[src/rtl/subservient_loader.sv]
// subservient_loader
//   Boot sequencer for the subservient SoC. Keeps the core in reset and owns
//   the SRAM write port while it zeroes the RF region and then loads a
//   length-prefixed, checksummed program from a byte stream into SRAM from
//   address 0. On a good checksum the SRAM write port is handed to the core
//   and core reset is released.
//
//   i_clk, i_rst_n          clock, synchronous active-low reset
//   i_rx_data/valid, o_rx_ready   program byte stream (transfer = valid & ready)
//   o_core_rst, o_done, o_err     core reset, load-ok (sticky), load-fail (sticky)
//   i_core_w*, i_core_raddr       core SRAM port
//   o_sram_w*, o_sram_raddr       SRAM macro port (loader or core)
//
// state   | meaning
// --------+-------------------------------------------------------------
// CLEAR   | write zero to one RF byte per cycle, RF_BYTES cycles
// LEN_LO  | wait for low length byte
// LEN_HI  | wait for high length byte, range-check N
// DATA    | receive N program bytes, write each one cycle later
// CSUM    | receive checksum byte, decide RUN or ERROR
// RUN     | core owns SRAM write port, core reset released
// ERROR   | load failed, everything quiet until reset
module subservient_loader #(
  parameter int memsize  = 512,
  parameter int aw       = $clog2(memsize),
  parameter int RF_BYTES = 256,
  parameter bit CLEAR_RF = 1'b1
) (
  input  logic          i_clk,
  input  logic          i_rst_n,
  input  logic [7:0]    i_rx_data,
  input  logic          i_rx_valid,
  output logic          o_rx_ready,
  output logic          o_core_rst,
  output logic          o_done,
  output logic          o_err,
  input  logic [aw-1:0] i_core_waddr,
  input  logic [7:0]    i_core_wdata,
  input  logic          i_core_wen,
  input  logic [aw-1:0] i_core_raddr,
  output logic [aw-1:0] o_sram_waddr,
  output logic [7:0]    o_sram_wdata,
  output logic          o_sram_wen,
  output logic [aw-1:0] o_sram_raddr
);

  typedef enum logic [2:0] {
    S_CLEAR, S_LEN_LO, S_LEN_HI, S_DATA, S_CSUM, S_RUN, S_ERROR
  } state_t;

  localparam logic [15:0]   PROG_MAX  = 16'(memsize - RF_BYTES);
  localparam logic [aw-1:0] RF_BASE   = aw'(memsize - RF_BYTES);
  localparam logic [15:0]   CLR_LAST  = 16'(RF_BYTES - 1);
  localparam state_t        RST_STATE = CLEAR_RF ? S_CLEAR : S_LEN_LO;

  state_t        state, state_next;
  logic [15:0]   cnt;
  logic [15:0]   len;
  logic [7:0]    sum;
  logic          core_rst, done, err;
  logic          ld_wen;
  logic [aw-1:0] ld_waddr;
  logic [7:0]    ld_wdata;

  logic          xfer;
  logic [7:0]    sum_add;
  logic [15:0]   len_full;

  assign o_rx_ready = (state == S_LEN_LO) || (state == S_LEN_HI) ||
                      (state == S_DATA)   || (state == S_CSUM);
  assign xfer       = i_rx_valid & o_rx_ready;
  assign sum_add    = sum + i_rx_data;
  assign len_full   = {i_rx_data, len[7:0]};

  always_comb begin
    state_next = state;
    case (state)
      S_CLEAR:  if (cnt == CLR_LAST) state_next = S_LEN_LO;
      S_LEN_LO: if (xfer) state_next = S_LEN_HI;
      S_LEN_HI: begin
        if (xfer) begin
          if (len_full > PROG_MAX)   state_next = S_ERROR;
          else if (len_full == '0)   state_next = S_CSUM;
          else                       state_next = S_DATA;
        end
      end
      // len is non-zero here, so len-1 cannot wrap
      S_DATA:   if (xfer && (cnt == len - 16'd1)) state_next = S_CSUM;
      S_CSUM:   if (xfer) state_next = (sum_add == 8'h00) ? S_RUN : S_ERROR;
      default:  state_next = state;
    endcase
  end

  always_ff @(posedge i_clk) begin
    if (!i_rst_n) begin
      state    <= RST_STATE;
      cnt      <= '0;
      len      <= '0;
      sum      <= '0;
      core_rst <= 1'b1;
      done     <= 1'b0;
      err      <= 1'b0;
      ld_wen   <= 1'b0;
      ld_waddr <= '0;
      ld_wdata <= '0;
    end else begin
      state  <= state_next;
      ld_wen <= 1'b0;
      case (state)
        S_CLEAR: cnt <= (cnt == CLR_LAST) ? '0 : cnt + 16'd1;
        S_LEN_LO: begin
          if (xfer) begin
            len[7:0] <= i_rx_data;
            sum      <= sum_add;
          end
        end
        S_LEN_HI: begin
          if (xfer) begin
            len[15:8] <= i_rx_data;
            sum       <= sum_add;
            cnt       <= '0;
          end
        end
        S_DATA: begin
          if (xfer) begin
            ld_wen   <= 1'b1;
            ld_waddr <= cnt[aw-1:0];
            ld_wdata <= i_rx_data;
            cnt      <= cnt + 16'd1;
            sum      <= sum_add;
          end
        end
        default: ;
      endcase
      if (state_next == S_RUN) begin
        core_rst <= 1'b0;
        done     <= 1'b1;
      end
      if (state_next == S_ERROR) err <= 1'b1;
    end
  end

  assign o_core_rst   = core_rst;
  assign o_done       = done;
  assign o_err        = err;
  assign o_sram_raddr = i_core_raddr;

  // Core writes reach SRAM only in RUN; CLEAR drives the zero-fill directly
  // from cnt so it needs no extra pipeline register.
  always_comb begin
    o_sram_waddr = ld_waddr;
    o_sram_wdata = ld_wdata;
    o_sram_wen   = ld_wen;
    if (state == S_RUN) begin
      o_sram_waddr = i_core_waddr;
      o_sram_wdata = i_core_wdata;
      o_sram_wen   = i_core_wen;
    end else if (state == S_CLEAR) begin
      o_sram_waddr = RF_BASE + cnt[aw-1:0];
      o_sram_wdata = 8'h00;
      o_sram_wen   = 1'b1;
    end
  end

endmodule

[config.mk]
export PLATFORM = sky130hd
export DESIGN_NAME = subservient_loader
export DESIGN_NICKNAME = d
export VERILOG_FILES = /design/src/rtl/subservient_loader.sv
export SDC_FILE = /design/constraint.sdc
export NUM_CORES = 1
export LEC_CHECK = 0
export BUFFER_PORTS_ARGS = -buffer_cell sky130_fd_sc_hd__buf_2
export CAP_MARGIN = 20
export CORE_MARGIN = 2
export CORE_UTILIZATION = 39
export CTS_CLUSTER_SIZE = 40
export DETAILED_ROUTE_END_ITERATION = 8
export PLACE_DENSITY = 0.64
export SLEW_MARGIN = 20
export SYNTH_ARGS = -nofsm -noshare
export SYNTH_HDL_FRONTEND = slang
export SYNTH_SLANG_ARGS = --single-unit
[constraint.sdc]
create_clock -name i_clk -period 2.4 [get_ports i_clk]
set_clock_uncertainty 0.15 [all_clocks]
set_input_delay 0.48 -clock i_clk [delete_from_list [all_inputs] [get_ports i_clk]]
set_output_delay 0.48 -clock i_clk [all_outputs]
set_load 0.1 [all_outputs]
==> out/metrics.yaml <==
layout:
  fillers: 892
  final_util: 0.573
  fin_nets: 688
  drive_gt1_frac: 0.338
  final_area_sq_um: 5810
  n_antenna_cell: 0
  areaGrowthSynthToFinish_pct: 44.9
cts:
  cts-htree-levels: 3
  cts_made_buffers: 9
  hold_buffers: 0
  cts_tree: "yes"
  insertion_delay_ps: 350
  clk_pin_slew_worst_paths_ps: 80
  clockBufferDepth: 2
  clockRootBuffer: "clkbuf_8"
  cts_sinks: 64
route:
  first_pass_iters: 7
  viasPerCell: 5.22
  drc: 0
  routedWlPerCell_um: 14.5
  dr_total_vias: 4079
  drt_iter0_drc: 179
  wirelength_um: 11400
  ant_nets: 0
synth:
  synth_nets: 579
  synth_area_leaders: "dfxtp_1 32%, nand2_1 12%, a21boi_0 6.2%, xnor2_1 4.8%, nor2_1 4.2%"
  syn_inst: 531
  ys_seq_area_frac: 0.319
  synth_seq_cells: 64
  synth-async-reset-ratio: 0
  ys_warn_count: 0
  synthFlopType: "dfxtp_1"
  netlist.top_cell.by_area: "dfxtp_1"
  yosys.area.top_type_share: 0.319
  syn_area_per_cell_sq_um: 7.56
  netlist_area_sq_um: 4010
  synth_cell_types: 66
  synth-edff-count: 0
grt:
  grt_max_degree: 29
  antenna_found_initial: 0
  grt_use_total: 0.210
  grt_overflow: 0
  grt_pass1_wl_um: 18800
  grt_pass1_vias: 4052
worst_setup_path:
  worst-setup-path-type: "flip-flop to flip-flop"
  critical-path-max-stage-delay_ps: 400
  crit_family: "compound AO/OA/AOI/OAI gates"
  cp.arrival_ps: 2670
  start_kind: "flip-flop"
  path_cells: "inv_2 -> ha_4 -> nor4b_4 -> buf_4 -> nand4_1 -> xor2_1 -> o311ai_2 -> nand4_4 -> o211ai_2 -> a32oi_2 -> a32o_1"
  slowest_stage: "o311ai_2"
  cp_data_required_time_ps: 2500
  crit_fanout: 5
  cp-end-kind: "flip-flop"
  path_buf_inv: 2
timing:
  fmax_ghz: 0.390
  period_minus_slack_ps: 2560
  worst_slack_ps: -165
  max_slew_margin: 0.636
  grt_setup_unrepaired: "true"
  hold_viol: 0
  setup_viol: 7
  period_share: 1.07
  tightest_slew_ps: 546
  slew_viol_final: 0
placement:
  placed_cell_area_sq_um: 5380
  port_buffers: 50
  routabilityCongestion: 0.902
  place_hpwl_um: 8500
hold_path:
  hold_path_class: "input port to flip-flop"
pwr:
  peakVddDrop_uv: 208
  leakage_nw: 2.21
  power.density_nw_per_um2: 367
floorplanning:
  ioPinCount: 69
  initial_core_util: 0.396
  die_w_um: 105
  die_area_sq_um: 11100
  die_h_um: 105
  core_area_sq_um: 10100
  row_count: 37
flow_run:
  max_cap_viol_count: 0
status:
  violations: "negative setup slack"
  status: "finished with violations"
## final timing paths
check	startpoint	endpoint	slack, ps	cells past startpoint
setup reg to reg	len[1]	o_done	-160	11
setup / recovery	len[1]	o_done	-160	11
hold / removal	i_rx_data[7]	ld_wdata[7]	310	3
hold reg to reg	ld_waddr[0]	ld_waddr[0]	320	2
## sequential cells by signal (all words and copies together) (netlist names)
signal	cells
state	3
cnt	16
sum	8
o_done	1
o_err	1
ld_wdata	8
ld_waddr	9
len	16
ld_wen	1
o_core_rst	1
## cells in the final DEF, fill, tap and decap left out, types with 3 or more instances in the layout
cell type   instances
xnor2_1            22
clkbuf_8           10
o21ai_0             6
nor3_1              7
a21boi_0           33
dfxtp_2             4
o211a_1             3
nand2b_1            3
buf_6               5
nor2_1             43
nand4_1             6
nand3_1            14
a211oi_1            3
inv_1               9
ha_1                7
nor3_2              3
nand2_2             4
a21oi_1             9
buf_4              78
nor4_2              3
nand2_1           123
xor2_1             18
inv_2               5
a21oi_4             8
and2_1              6
nor4_1              5
a31oi_4             9
dfxtp_1            58
nor2b_1             7
and3_1              5
buf_12             21
buf_2              31
clkinvlp_4          5
mux2i_1             9
## tightest hold or removal path, cell delays in order
cell and delay (ps):
buf_2 160, nand2_1 70, a21boi_0 60
## repair_timing
action / in CTS / in global routing
setup buffers: 3 / 5
pin swaps: 13 / 8
endpoints found under the setup margin: 24 / 24
resized for setup: 28 / 13
cloned: 3 / 0
## kinds of logic after synthesis
kind of cell | after synthesis | synth area share
AOI/OAI and AO/OA | 104 | 0.191
muxes | 9 | 0.0225
buffers and inverters | 57 | 0.0645
DFF | 64 | 0.319
xor gates and xnor gates | 40 | 0.0873
adders and majority gates | 10 | 0.0331
and+or+nand+nor | 247 | 0.282
## cell usage after synthesis (4+ instances only)
library cell    n
a211oi_1        4
a21boi_0       33
a21oi_1        18
a31oi_1        10
and2_1          7
and3_1          5
buf_2           4
buf_4          10
clkbuf_1       24
dfxtp_1        64
ha_1            9
inv_1          14
mux2i_1         9
nand2_1       127
nand3_1        16
nand4_1         6
nor2_1         45
nor2b_1         8
nor3_1          9
nor4_1          7
o21ai_0         8
xnor2_1        22
xor2_1         18
## routing by layer
metal | global-route usage | share of wire | up-vias
met5 | 0 | 0 | -
met4 | 0.0771 | 0.021 | 0
met3 | 0.0445 | 0.046 | 22
met2 | 0.373 | 0.50 | 95
met1 | 0.246 | 0.43 | 1929
li1 | - | - | 2033
## where the power goes
group	switching [mW]	leakage [nW]	total, mW	internal, mW
registers	0.00747	0.520	1.07	1.06
clock network	0.453	0.0809	0.856	0.404
logic	0.112	1.61	0.206	0.0939
## cell type report
class                      count  area (sq um)  area share
multi-input combinational    411          2840       0.488
clock buffer                  10           138      0.0237
inverter                      17          68.8      0.0118
sequential                    64          1290       0.223
tap                          136           170      0.0293
timing repair buffer         137          1260       0.217
clock inverter                 6          43.8     0.00753
## per-stage QoR
stage               setup slack (ps)  total power, mW  hold slack [ps]  setup TNS (ps)  instances
floorplan                      -81.5             1.27              294            -228        531
global placement                -308             1.30              293           -1450        754
detailed placement              -422             1.30              303           -2030        754
CTS                             -152             2.16              294            -443        776
global route                    -285             2.22              305           -2270        781
finish                          -165             2.13              312            -619        781
Note: power is estimated with default switching activity, not from simulation.
